$ cat src/rtl/cmd_uart_responder.sv
// Remote-command UART endpoint: 2-byte command receiver with assembly FSM and 1-byte response transmitter.
// Optional build macro CMD_TIMEOUT_EN: abandons a half-received command after TIMEOUT_CYC idle clocks.
module cmd_uart_responder #(
    parameter int BAUD_DIV    = 2604,
    parameter int TIMEOUT_CYC = 1000000
) (
    input  logic        clk,
    input  logic        rst,
    input  logic        RX,
    output logic        TX,
    output logic [15:0] cmd,
    output logic        cmd_rdy,
    input  logic        clr_cmd_rdy,
    input  logic        trmt,
    input  logic [7:0]  resp,
    output logic        tx_done
);

    localparam int CNT_W = $clog2(BAUD_DIV);
    localparam logic [CNT_W-1:0] BAUD_LAST = CNT_W'(BAUD_DIV - 1);
    localparam logic [CNT_W-1:0] HALF_LAST = CNT_W'(BAUD_DIV / 2 - 1);

    typedef enum logic [1:0] {RX_IDLE, RX_START, RX_DATA, RX_STOP} rx_state_t;
    typedef enum logic {WAIT_HI, WAIT_LO} asm_state_t;
    typedef enum logic {TX_IDLE, TX_SHIFT} tx_state_t;

    rx_state_t        rx_state, rx_next;
    logic             rx_s1, rx_s2, rx_s3;
    logic [CNT_W-1:0] rx_cnt;
    logic [2:0]       rx_bit;
    logic [7:0]       rx_shift;
    logic             start_edge, half_hit, baud_hit;
    logic             start_det, rx_cnt_clr, rx_sample, rx_rdy;

    asm_state_t       asm_state, asm_next;
    logic [7:0]       hi_byte;
    logic             ld_hi, ld_cmd, drop_rdy, timeout;

    tx_state_t        tx_state, tx_next;
    logic [CNT_W-1:0] tx_cnt;
    logic [3:0]       tx_bit;
    logic [9:0]       tx_shift;
    logic             tx_baud_hit, tx_load, tx_adv, tx_end;

    // Synchroniser plus one history flop for falling-edge detection; idle level is 1.
    always_ff @(posedge clk or posedge rst) begin
        if (rst) begin
            rx_s1 <= 1'b1;
            rx_s2 <= 1'b1;
            rx_s3 <= 1'b1;
        end else begin
            rx_s1 <= RX;
            rx_s2 <= rx_s1;
            rx_s3 <= rx_s2;
        end
    end

    assign start_edge = rx_s3 & ~rx_s2;
    assign half_hit   = (rx_cnt == HALF_LAST);
    assign baud_hit   = (rx_cnt == BAUD_LAST);

    always_ff @(posedge clk or posedge rst) begin
        if (rst) rx_state <= RX_IDLE;
        else     rx_state <= rx_next;
    end

    always_comb begin
        rx_next = rx_state;
        case (rx_state)
            RX_IDLE:  if (start_edge) rx_next = RX_START;
            RX_START: if (half_hit) rx_next = rx_s2 ? RX_IDLE : RX_DATA;
            RX_DATA:  if (baud_hit && rx_bit == 3'd7) rx_next = RX_STOP;
            RX_STOP:  if (baud_hit) rx_next = RX_IDLE;
            default:  rx_next = RX_IDLE;
        endcase
    end

    always_comb begin
        start_det  = (rx_state == RX_IDLE) && start_edge;
        rx_cnt_clr = (rx_state == RX_IDLE) ||
                     ((rx_state == RX_START) && half_hit) ||
                     ((rx_state == RX_DATA) && baud_hit);
        rx_sample  = (rx_state == RX_DATA) && baud_hit;
        rx_rdy     = (rx_state == RX_STOP) && baud_hit && rx_s2;
    end

    always_ff @(posedge clk or posedge rst) begin
        if (rst) begin
            rx_cnt   <= '0;
            rx_bit   <= '0;
            rx_shift <= '0;
        end else begin
            rx_cnt <= rx_cnt_clr ? '0 : rx_cnt + 1'b1;
            if (rx_state == RX_START)
                rx_bit <= '0;
            else if (rx_sample)
                rx_bit <= rx_bit + 1'b1;
            if (rx_sample)
                rx_shift <= {rx_s2, rx_shift[7:1]};
        end
    end

    always_ff @(posedge clk or posedge rst) begin
        if (rst) asm_state <= WAIT_HI;
        else     asm_state <= asm_next;
    end

    always_comb begin
        asm_next = asm_state;
        case (asm_state)
            WAIT_HI: if (rx_rdy) asm_next = WAIT_LO;
            WAIT_LO: if (rx_rdy || timeout) asm_next = WAIT_HI;
            default: asm_next = WAIT_HI;
        endcase
    end

    always_comb begin
        ld_hi    = (asm_state == WAIT_HI) && rx_rdy;
        ld_cmd   = (asm_state == WAIT_LO) && rx_rdy;
        drop_rdy = (asm_state == WAIT_HI) && start_det;
    end

    // A completed frame takes priority over any clear arriving in the same cycle.
    always_ff @(posedge clk or posedge rst) begin
        if (rst) begin
            hi_byte <= '0;
            cmd     <= '0;
            cmd_rdy <= 1'b0;
        end else begin
            if (ld_hi)
                hi_byte <= rx_shift;
            else if (timeout)
                hi_byte <= '0;
            if (ld_cmd)
                cmd <= {hi_byte, rx_shift};
            if (ld_cmd)
                cmd_rdy <= 1'b1;
            else if (clr_cmd_rdy || drop_rdy)
                cmd_rdy <= 1'b0;
        end
    end

`ifdef CMD_TIMEOUT_EN
    localparam int TO_W = $clog2(TIMEOUT_CYC);

    logic [TO_W-1:0] to_cnt;
    logic            to_run;

    // Runs from entry into WAIT_LO until the low byte's start bit shows up.
    always_ff @(posedge clk or posedge rst) begin
        if (rst) begin
            to_cnt <= '0;
            to_run <= 1'b0;
        end else if (ld_hi) begin
            to_cnt <= '0;
            to_run <= 1'b1;
        end else if ((asm_state == WAIT_LO) && to_run) begin
            if (start_det || timeout)
                to_run <= 1'b0;
            else
                to_cnt <= to_cnt + 1'b1;
        end
    end

    assign timeout = (asm_state == WAIT_LO) && to_run && (to_cnt == TO_W'(TIMEOUT_CYC - 1));
`else
    assign timeout = (TIMEOUT_CYC < 0);
`endif

    assign tx_baud_hit = (tx_cnt == BAUD_LAST);

    always_ff @(posedge clk or posedge rst) begin
        if (rst) tx_state <= TX_IDLE;
        else     tx_state <= tx_next;
    end

    always_comb begin
        tx_next = tx_state;
        case (tx_state)
            TX_IDLE:  if (trmt) tx_next = TX_SHIFT;
            TX_SHIFT: if (tx_baud_hit && tx_bit == 4'd9) tx_next = TX_IDLE;
            default:  tx_next = TX_IDLE;
        endcase
    end

    always_comb begin
        tx_load = (tx_state == TX_IDLE) && trmt;
        tx_adv  = (tx_state == TX_SHIFT) && tx_baud_hit;
        tx_end  = tx_adv && (tx_bit == 4'd9);
    end

    // Shifter refills with 1s so TX comes straight from a flop and idles high.
    always_ff @(posedge clk or posedge rst) begin
        if (rst) begin
            tx_shift <= '1;
            tx_cnt   <= '0;
            tx_bit   <= '0;
            tx_done  <= 1'b0;
        end else if (tx_load) begin
            tx_shift <= {1'b1, resp, 1'b0};
            tx_cnt   <= '0;
            tx_bit   <= '0;
            tx_done  <= 1'b0;
        end else if (tx_adv) begin
            tx_shift <= {1'b1, tx_shift[9:1]};
            tx_cnt   <= '0;
            tx_bit   <= tx_bit + 1'b1;
            if (tx_end)
                tx_done <= 1'b1;
        end else if (tx_state == TX_SHIFT) begin
            tx_cnt <= tx_cnt + 1'b1;
        end
    end

    assign TX = tx_shift[0];

endmodule

$ cat config.mk
export PLATFORM = sky130hd
export DESIGN_NAME = cmd_uart_responder
export DESIGN_NICKNAME = d
export VERILOG_FILES = /design/src/rtl/cmd_uart_responder.sv
export SDC_FILE = /design/constraint.sdc
export NUM_CORES = 1
export LEC_CHECK = 0
export CELL_PAD_IN_SITES_DETAIL_PLACEMENT = 0
export CELL_PAD_IN_SITES_GLOBAL_PLACEMENT = 1
export CORE_MARGIN = 3
export CORE_UTILIZATION = 46
export CTS_CLUSTER_DIAMETER = 80
export DETAILED_ROUTE_END_ITERATION = 16
export GPL_ROUTABILITY_DRIVEN = 0
export MAX_ROUTING_LAYER = met4
export PLACE_DENSITY = 0.78
export SYNTH_ARGS = -nofsm -noshare
export SYNTH_HDL_FRONTEND = slang
export SYNTH_SLANG_ARGS = --single-unit
export TNS_END_PERCENT = 5
$ cat constraint.sdc
create_clock -name clk -period 3.8 [get_ports clk]
set_clock_uncertainty 0.1 [all_clocks]
set_input_delay 0.76 -clock clk [delete_from_list [all_inputs] [get_ports clk]]
set_output_delay 0.76 -clock clk [all_outputs]
set_load 0.02 [all_outputs]
==> results of run 1 <==
cell usage after synthesis, drive strengths merged, types with 5 or more instances:
| master | n | area (sq um) |
|---|---|---|
| nor3 | 6 | 30.0 |
| ha | 9 | 113 |
| dfrtp | 69 | 1730 |
| xor2 | 7 | 61.3 |
| a21oi | 6 | 30.0 |
| nor2 | 30 | 113 |
| and3 | 6 | 50.0 |
| dfstp | 12 | 315 |
| o21ai | 10 | 53.8 |
| nand2 | 23 | 86.3 |
| nand4 | 11 | 75.1 |
| nor4 | 5 | 31.3 |
| clkbuf | 9 | 33.8 |
| mux2 | 34 | 383 |
| xnor2 | 9 | 78.8 |
| nand3 | 16 | 80.1 |
| inv | 12 | 45.0 |
worst max-delay path by stage:
stage          startpoint         to  slack (ps)
2_1_floorplan         rst  async pin         880
3_3_place_gp    rx_cnt[8]    cmd[12]         910
3_5_place_dp    rx_cnt[8]     cmd[0]         870
4_1_cts         rx_cnt[8]     cmd[9]         860
5_1_grt         rx_cnt[8]     cmd[7]         590
6_report        rx_cnt[8]     cmd[9]         850
worst max-delay path, cell delays in order (launching register included):
cell and delay (ps):
dfrtp_1 440, nor4b_1 640, nand3_1 240, nor3_1 290, ha_1 700, mux2_2 420
final cells by class:
class                   instances  share of cell area, %
multi-input cells             214                   35.7
inverters                      12                   1.08
well taps                      99                   2.88
repair buffers                 34                   8.03
flip-flops and latches         81                   47.5
clock inverters                 7                   1.86
clock buffers                   9                   2.88
cells by family (layout without fill, tap and decap cells):
group / count (synthesis) / after routing / share of synthesized area (%)
AO/OA/AOI/OAI: 37 / 37 / 6.90
multiplexers: 35 / 35 / 10.7
buffers and inverters: 25 / 62 / 2.89
XOR/XNOR: 16 / 16 / 3.81
flip-flops: 81 / 81 / 55.5
adder cells (fa/ha/maj): 9 / 9 / 3.06
AND/OR/NAND/NOR: 117 / 117 / 17.1
power by group:
group / internal [mW] / leakage [nW] / switching, mW
clock: 0.309 / 0.0896 / 0.327
combinational: 0.115 / 0.788 / 0.125
sequential: 0.949 / 1.05 / 0.100
sequential cells by signal (all words and copies together) (netlist names), 3 cells and up, named ones only:
name      flops
cmd          16
hi_byte       8
rx_bit        3
rx_cnt       12
rx_shift      8
tx_bit        4
tx_cnt       12
tx_shift      9
metal layers:
metal	routed length (microns)	vias to the layer above	global-route usage [%]
met4	90	0	6.04
met5	0	-	-
met3	219	7	4.03
li1	-	1192	-
met2	3030	31	25.8
met1	3150	1190	21.2
stage by stage:
step | hold WS (ps) | power [mW] | setup slack [ps]
global placement | 266 | 1.30 | 913
detailed placement | 263 | 1.31 | 866
finish | 274 | 1.93 | 851
CTS | 284 | 1.95 | 857
global route | 280 | 2.04 | 591
floorplan | 245 | 1.23 | 880
==> impl_metrics.env, run 1 <==
export IMPL_min_delay_start="rx_s1"
export IMPL_clkTransAtPathRegs_ps=90
export IMPL_syn_inst=320
export IMPL_setup_tns_ps=0
export IMPL_async_flop_share_pct=100
export IMPL_rows=31
export IMPL_drt_wl_total_microns=6490
export IMPL_r2r_end="cmd[9]"
export IMPL_multi_input_area_sq_um=1540
export IMPL_ys_seq_area_share_pct=55.5
export IMPL_p_leak_nw=1.93
export IMPL_outcome="completed"
export IMPL_synth_fp_nets=342
export IMPL_start_kind="flop"
export IMPL_final_cell_mix="69 x dfrtp_1, 34 x mux2_2, 31 x clkdlybuf4s50_1"
export IMPL_timing_final_crit_share_pct=77.6
export IMPL_drtIter0Drc=116
export IMPL_clk_path_buf_depth=2
export IMPL_seqCellArea_sq_um=2040
export IMPL_io_pins=32
export IMPL_cts_tree="yes"
export IMPL_port_buffers=31
export IMPL_track_usage_pct=16.6
export IMPL_wl_per_cell_microns=14.2
export IMPL_max_freq_mhz=339
export IMPL_ys_types=49
export IMPL_whs_path_depth=0
export IMPL_clk_latency_ps=350
export IMPL_worst_setup_path_type="reg2reg"
export IMPL_synth_area_sq_um=3680
export IMPL_placed_area_sq_um=4090
export IMPL_nNetsFinal=374
export IMPL_fin_crit_ps=2950
export IMPL_tightest_slew_ps=758
export IMPL_r2r_start="rx_cnt[8]"
export IMPL_area_growth_pct=16.8
export IMPL_overflow=0
export IMPL_post_route_util_pct=57.4
export IMPL_max_slew_margin_rel_pct=49.4
export IMPL_cts_repair_resized=0
export IMPL_avgSynthCellArea_sq_um=11.5
export IMPL_vias=2420
export IMPL_postCtsSetupRepairBufs=0
export IMPL_die_h_microns=95.4
export IMPL_rsz0062_at_grt="false"
export IMPL_p_per_area_nw_per_um2=448
export IMPL_drt_drc_violations_left=0
export IMPL_whs_endpoint="rx_s2"
export IMPL_hold_viol_final=0
export IMPL_clock_root_buffer="clkbuf_8"
export IMPL_hp_class="reg2reg"
export IMPL_drive_gt1_share_pct=21.6
export IMPL_h_tree_depth=3
export IMPL_yosysWarnings=0
export IMPL_routed_via_density=5.31
export IMPL_cap_viol_max_count=0
export IMPL_rrSetupSlack_ps=850
export IMPL_final_area_sq_um=4300
export IMPL_initial_core_util_pct=49.1
export IMPL_die_w_microns=95.4
export IMPL_core_area_sq_um=7490
export IMPL_cts_sinks=81
export IMPL_final_common_cell="dfrtp_1"
export IMPL_ys_ff_latch=81
export IMPL_firstDrtPassIters=4
export IMPL_grt_pass1_vias=2450
export IMPL_nFillCells=621
export IMPL_worstPathArrival_ps=3090
export IMPL_ant_nets=0
export IMPL_cts_hold_buf=0
export IMPL_grt_pass1_wl_microns=11500
export IMPL_critPathCaptureType="flop"
export IMPL_grt_max_degree=45
export IMPL_yosys_most_used_dff="dfrtp_1"
export IMPL_ff2ff_path_depth=5
export IMPL_slew_violations=0
export IMPL_cp_max_fo=17
export IMPL_fin_cells=456
export IMPL_hpwl_microns=4440
export IMPL_fp_dieArea_sq_um=9110
export IMPL_worst_ep_required_time_ps=3940
export IMPL_ir_drop_mv=0.259
export IMPL_setup_viol=0
export IMPL_dp_cells=440
export IMPL_antenna_cells=0
export IMPL_synth_edf_count=0
export IMPL_cts_made_buffers=9
export IMPL_antenna_found_initial=0
Note: power is estimated with default switching activity, not from simulation.
==> run 2: changes to the inputs <==
--- a/config.mk
+++ b/config.mk
@@ -8,12 +8,12 @@
 export CELL_PAD_IN_SITES_DETAIL_PLACEMENT = 0
 export CELL_PAD_IN_SITES_GLOBAL_PLACEMENT = 1
 export CORE_MARGIN = 3
-export CORE_UTILIZATION = 46
+export CORE_UTILIZATION = 42
 export CTS_CLUSTER_DIAMETER = 80
 export DETAILED_ROUTE_END_ITERATION = 16
 export GPL_ROUTABILITY_DRIVEN = 0
 export MAX_ROUTING_LAYER = met4
-export PLACE_DENSITY = 0.78
+export PLACE_DENSITY = 0.75
 export SYNTH_ARGS = -nofsm -noshare
 export SYNTH_HDL_FRONTEND = slang
 export SYNTH_SLANG_ARGS = --single-unit
==> constraint.sdc (replaced) <==
create_clock -name clk -period 2.5 [get_ports clk]
set_clock_uncertainty 0.1 [all_clocks]
set_input_delay 0.5 -clock clk [delete_from_list [all_inputs] [get_ports clk]]
set_output_delay 0.5 -clock clk [all_outputs]
set_load 0.02 [all_outputs]
==> run 2 against run 1 <==
Net effect: combinational power is 62% higher; total power is 60% higher; register-to-register slack worse by 670 ps; largest power group unchanged.
==> impl_metrics.env, run 2 (synthesized netlist as in run 1, its figures left out) <==
export IMPL_outcome="completed"
export IMPL_cts_made_buffers=9
export IMPL_port_buffers=31
export IMPL_core_area_sq_um=8340
export IMPL_die_h_microns=99.6
export IMPL_drt_drc_violations_left=0
export IMPL_die_w_microns=99.6
export IMPL_worst_ep_required_time_ps=2630
export IMPL_clk_latency_ps=350
export IMPL_cts_hold_buf=0
export IMPL_clk_path_buf_depth=2
export IMPL_clock_root_buffer="clkbuf_8"
export IMPL_worst_setup_path_type="reg2reg"
export IMPL_drive_gt1_share_pct=23.8
export IMPL_setup_tns_ps=0
export IMPL_firstDrtPassIters=4
export IMPL_largest_register_ffs=16
export IMPL_h_tree_depth=3
export IMPL_nNetsFinal=383
export IMPL_p_comb_share_pct=12.7
export IMPL_netSwitchingPower_uw=863
export IMPL_multi_input_area_sq_um=1540
export IMPL_hp_class="reg2reg"
export IMPL_wl_per_cell_microns=14.3
export IMPL_ir_drop_mv=0.312
export IMPL_drtIter0Drc=95
export IMPL_power_switching_share_pct=28.1
export IMPL_total_power_mw=3.07
export IMPL_fp_dieArea_sq_um=9920
export IMPL_antenna_cells=0
export IMPL_hpwl_microns=4640
export IMPL_rsz0062_at_grt="false"
export IMPL_routed_via_density=5.25
export IMPL_io_pins=32
export IMPL_drt_wl_total_microns=6740
export IMPL_pwr_share_seq_pct=51.6
export IMPL_clkTransAtPathRegs_ps=90
export IMPL_tightest_slew_ps=545
export IMPL_p_int_mw=2.21
export IMPL_largestRegisters="cmd (16), rx_cnt (12), tx_cnt (12)"
export IMPL_top_register="cmd"
export IMPL_p_clk_share_pct=35.7
export IMPL_grt_pass1_wl_microns=11900
export IMPL_final_common_cell="dfrtp_1"
export IMPL_cts_tree="yes"
export IMPL_timing_final_crit_share_pct=92.9
export IMPL_setup_viol=0
export IMPL_cp_max_fo=8
export IMPL_p_leak_nw=2.00
export IMPL_overflow=0
export IMPL_grt_max_degree=82
export IMPL_p_per_area_nw_per_um2=695
export IMPL_slew_violations=0
export IMPL_ant_nets=0
export IMPL_cts_sinks=81
export IMPL_max_freq_mhz=431
export IMPL_critPathCaptureType="flop"
export IMPL_fin_hold_ws_ps=268
export IMPL_start_kind="flop"
export IMPL_fin_crit_ps=2320
export IMPL_post_route_util_pct=53.0
export IMPL_seqCellArea_sq_um=2040
export IMPL_postCtsSetupRepairBufs=0
export IMPL_final_cell_mix="69 x dfrtp_1, 34 x mux2_2, 31 x clkdlybuf4s50_1"
export IMPL_track_usage_pct=15.2
export IMPL_fin_cells=471
export IMPL_hold_viol_final=0
export IMPL_nFillCells=735
export IMPL_dp_cells=455
export IMPL_rows=33
export IMPL_cts_repair_resized=0
export IMPL_cap_viol_max_count=0
export IMPL_antenna_found_initial=0
export IMPL_worstPathArrival_ps=2460
export IMPL_max_slew_margin_rel_pct=63.6
export IMPL_area_growth_pct=20.2
export IMPL_grt_pass1_vias=2400
export IMPL_initial_core_util_pct=44.1
export IMPL_vias=2471
-- run 2: worst max-delay path: stages, from the launching register on --
cell	delay (ps)
dfrtp_1	430
ha_1	240
and3_1	200
nand3_1	130
nor3_1	280
ha_1	440
mux2_2	390
-- run 2: final timing paths --
kind                            startpoint         end  slack (ps)  cells past startpoint
worst max-delay path             rx_cnt[0]  hi_byte[7]         180                      6
worst min-delay path                 rx_s1       rx_s2         270                      0
worst max register to register   rx_cnt[0]  hi_byte[7]         180                      6
worst min register to register       rx_s1       rx_s2         270                      0
max in group asynchronous              rst       rx_s3        1420                      3
min in group asynchronous              rst   rx_cnt[9]         500                      3
-- run 2: area by class of cell --
type / count / share of cell area [%]
flip-flops and latches: 81 / 46.2
multi-input cells: 214 / 34.9
repair buffers: 43 / 9.62
well taps: 105 / 2.97
clock buffers: 9 / 2.80
clock inverters: 7 / 2.41
inverters: 12 / 1.10
-- run 2: through the flow --
stage	area, sq um	setup WS [ps]
2_1_floorplan	3690	8.44
3_3_place_gp	4190	249
3_5_place_dp	4190	175
4_1_cts	4420	168
5_1_grt	4420	1.59
6_report	4420	178
-- run 2: layer usage --
metal / vias to the layer above / global-route usage (%) / wire length, microns
li1: 1217 / - / -
met5: - / - / 0
met3: 8 / 2.52 / 174
met4: 0 / 5.67 / 74
met1: 1211 / 21.7 / 3360
met2: 35 / 21.8 / 3130
-- run 2: power by group through the flow --
stage | Combinational (mW) | Clock, mW | Sequential, mW
2_1_floorplan | 0.300 | 0 | 1.58
3_3_place_gp | 0.385 | 0 | 1.60
3_5_place_dp | 0.396 | 0 | 1.61
4_1_cts | 0.399 | 1.13 | 1.58
5_1_grt | 0.448 | 1.18 | 1.61
6_report | 0.390 | 1.10 | 1.58
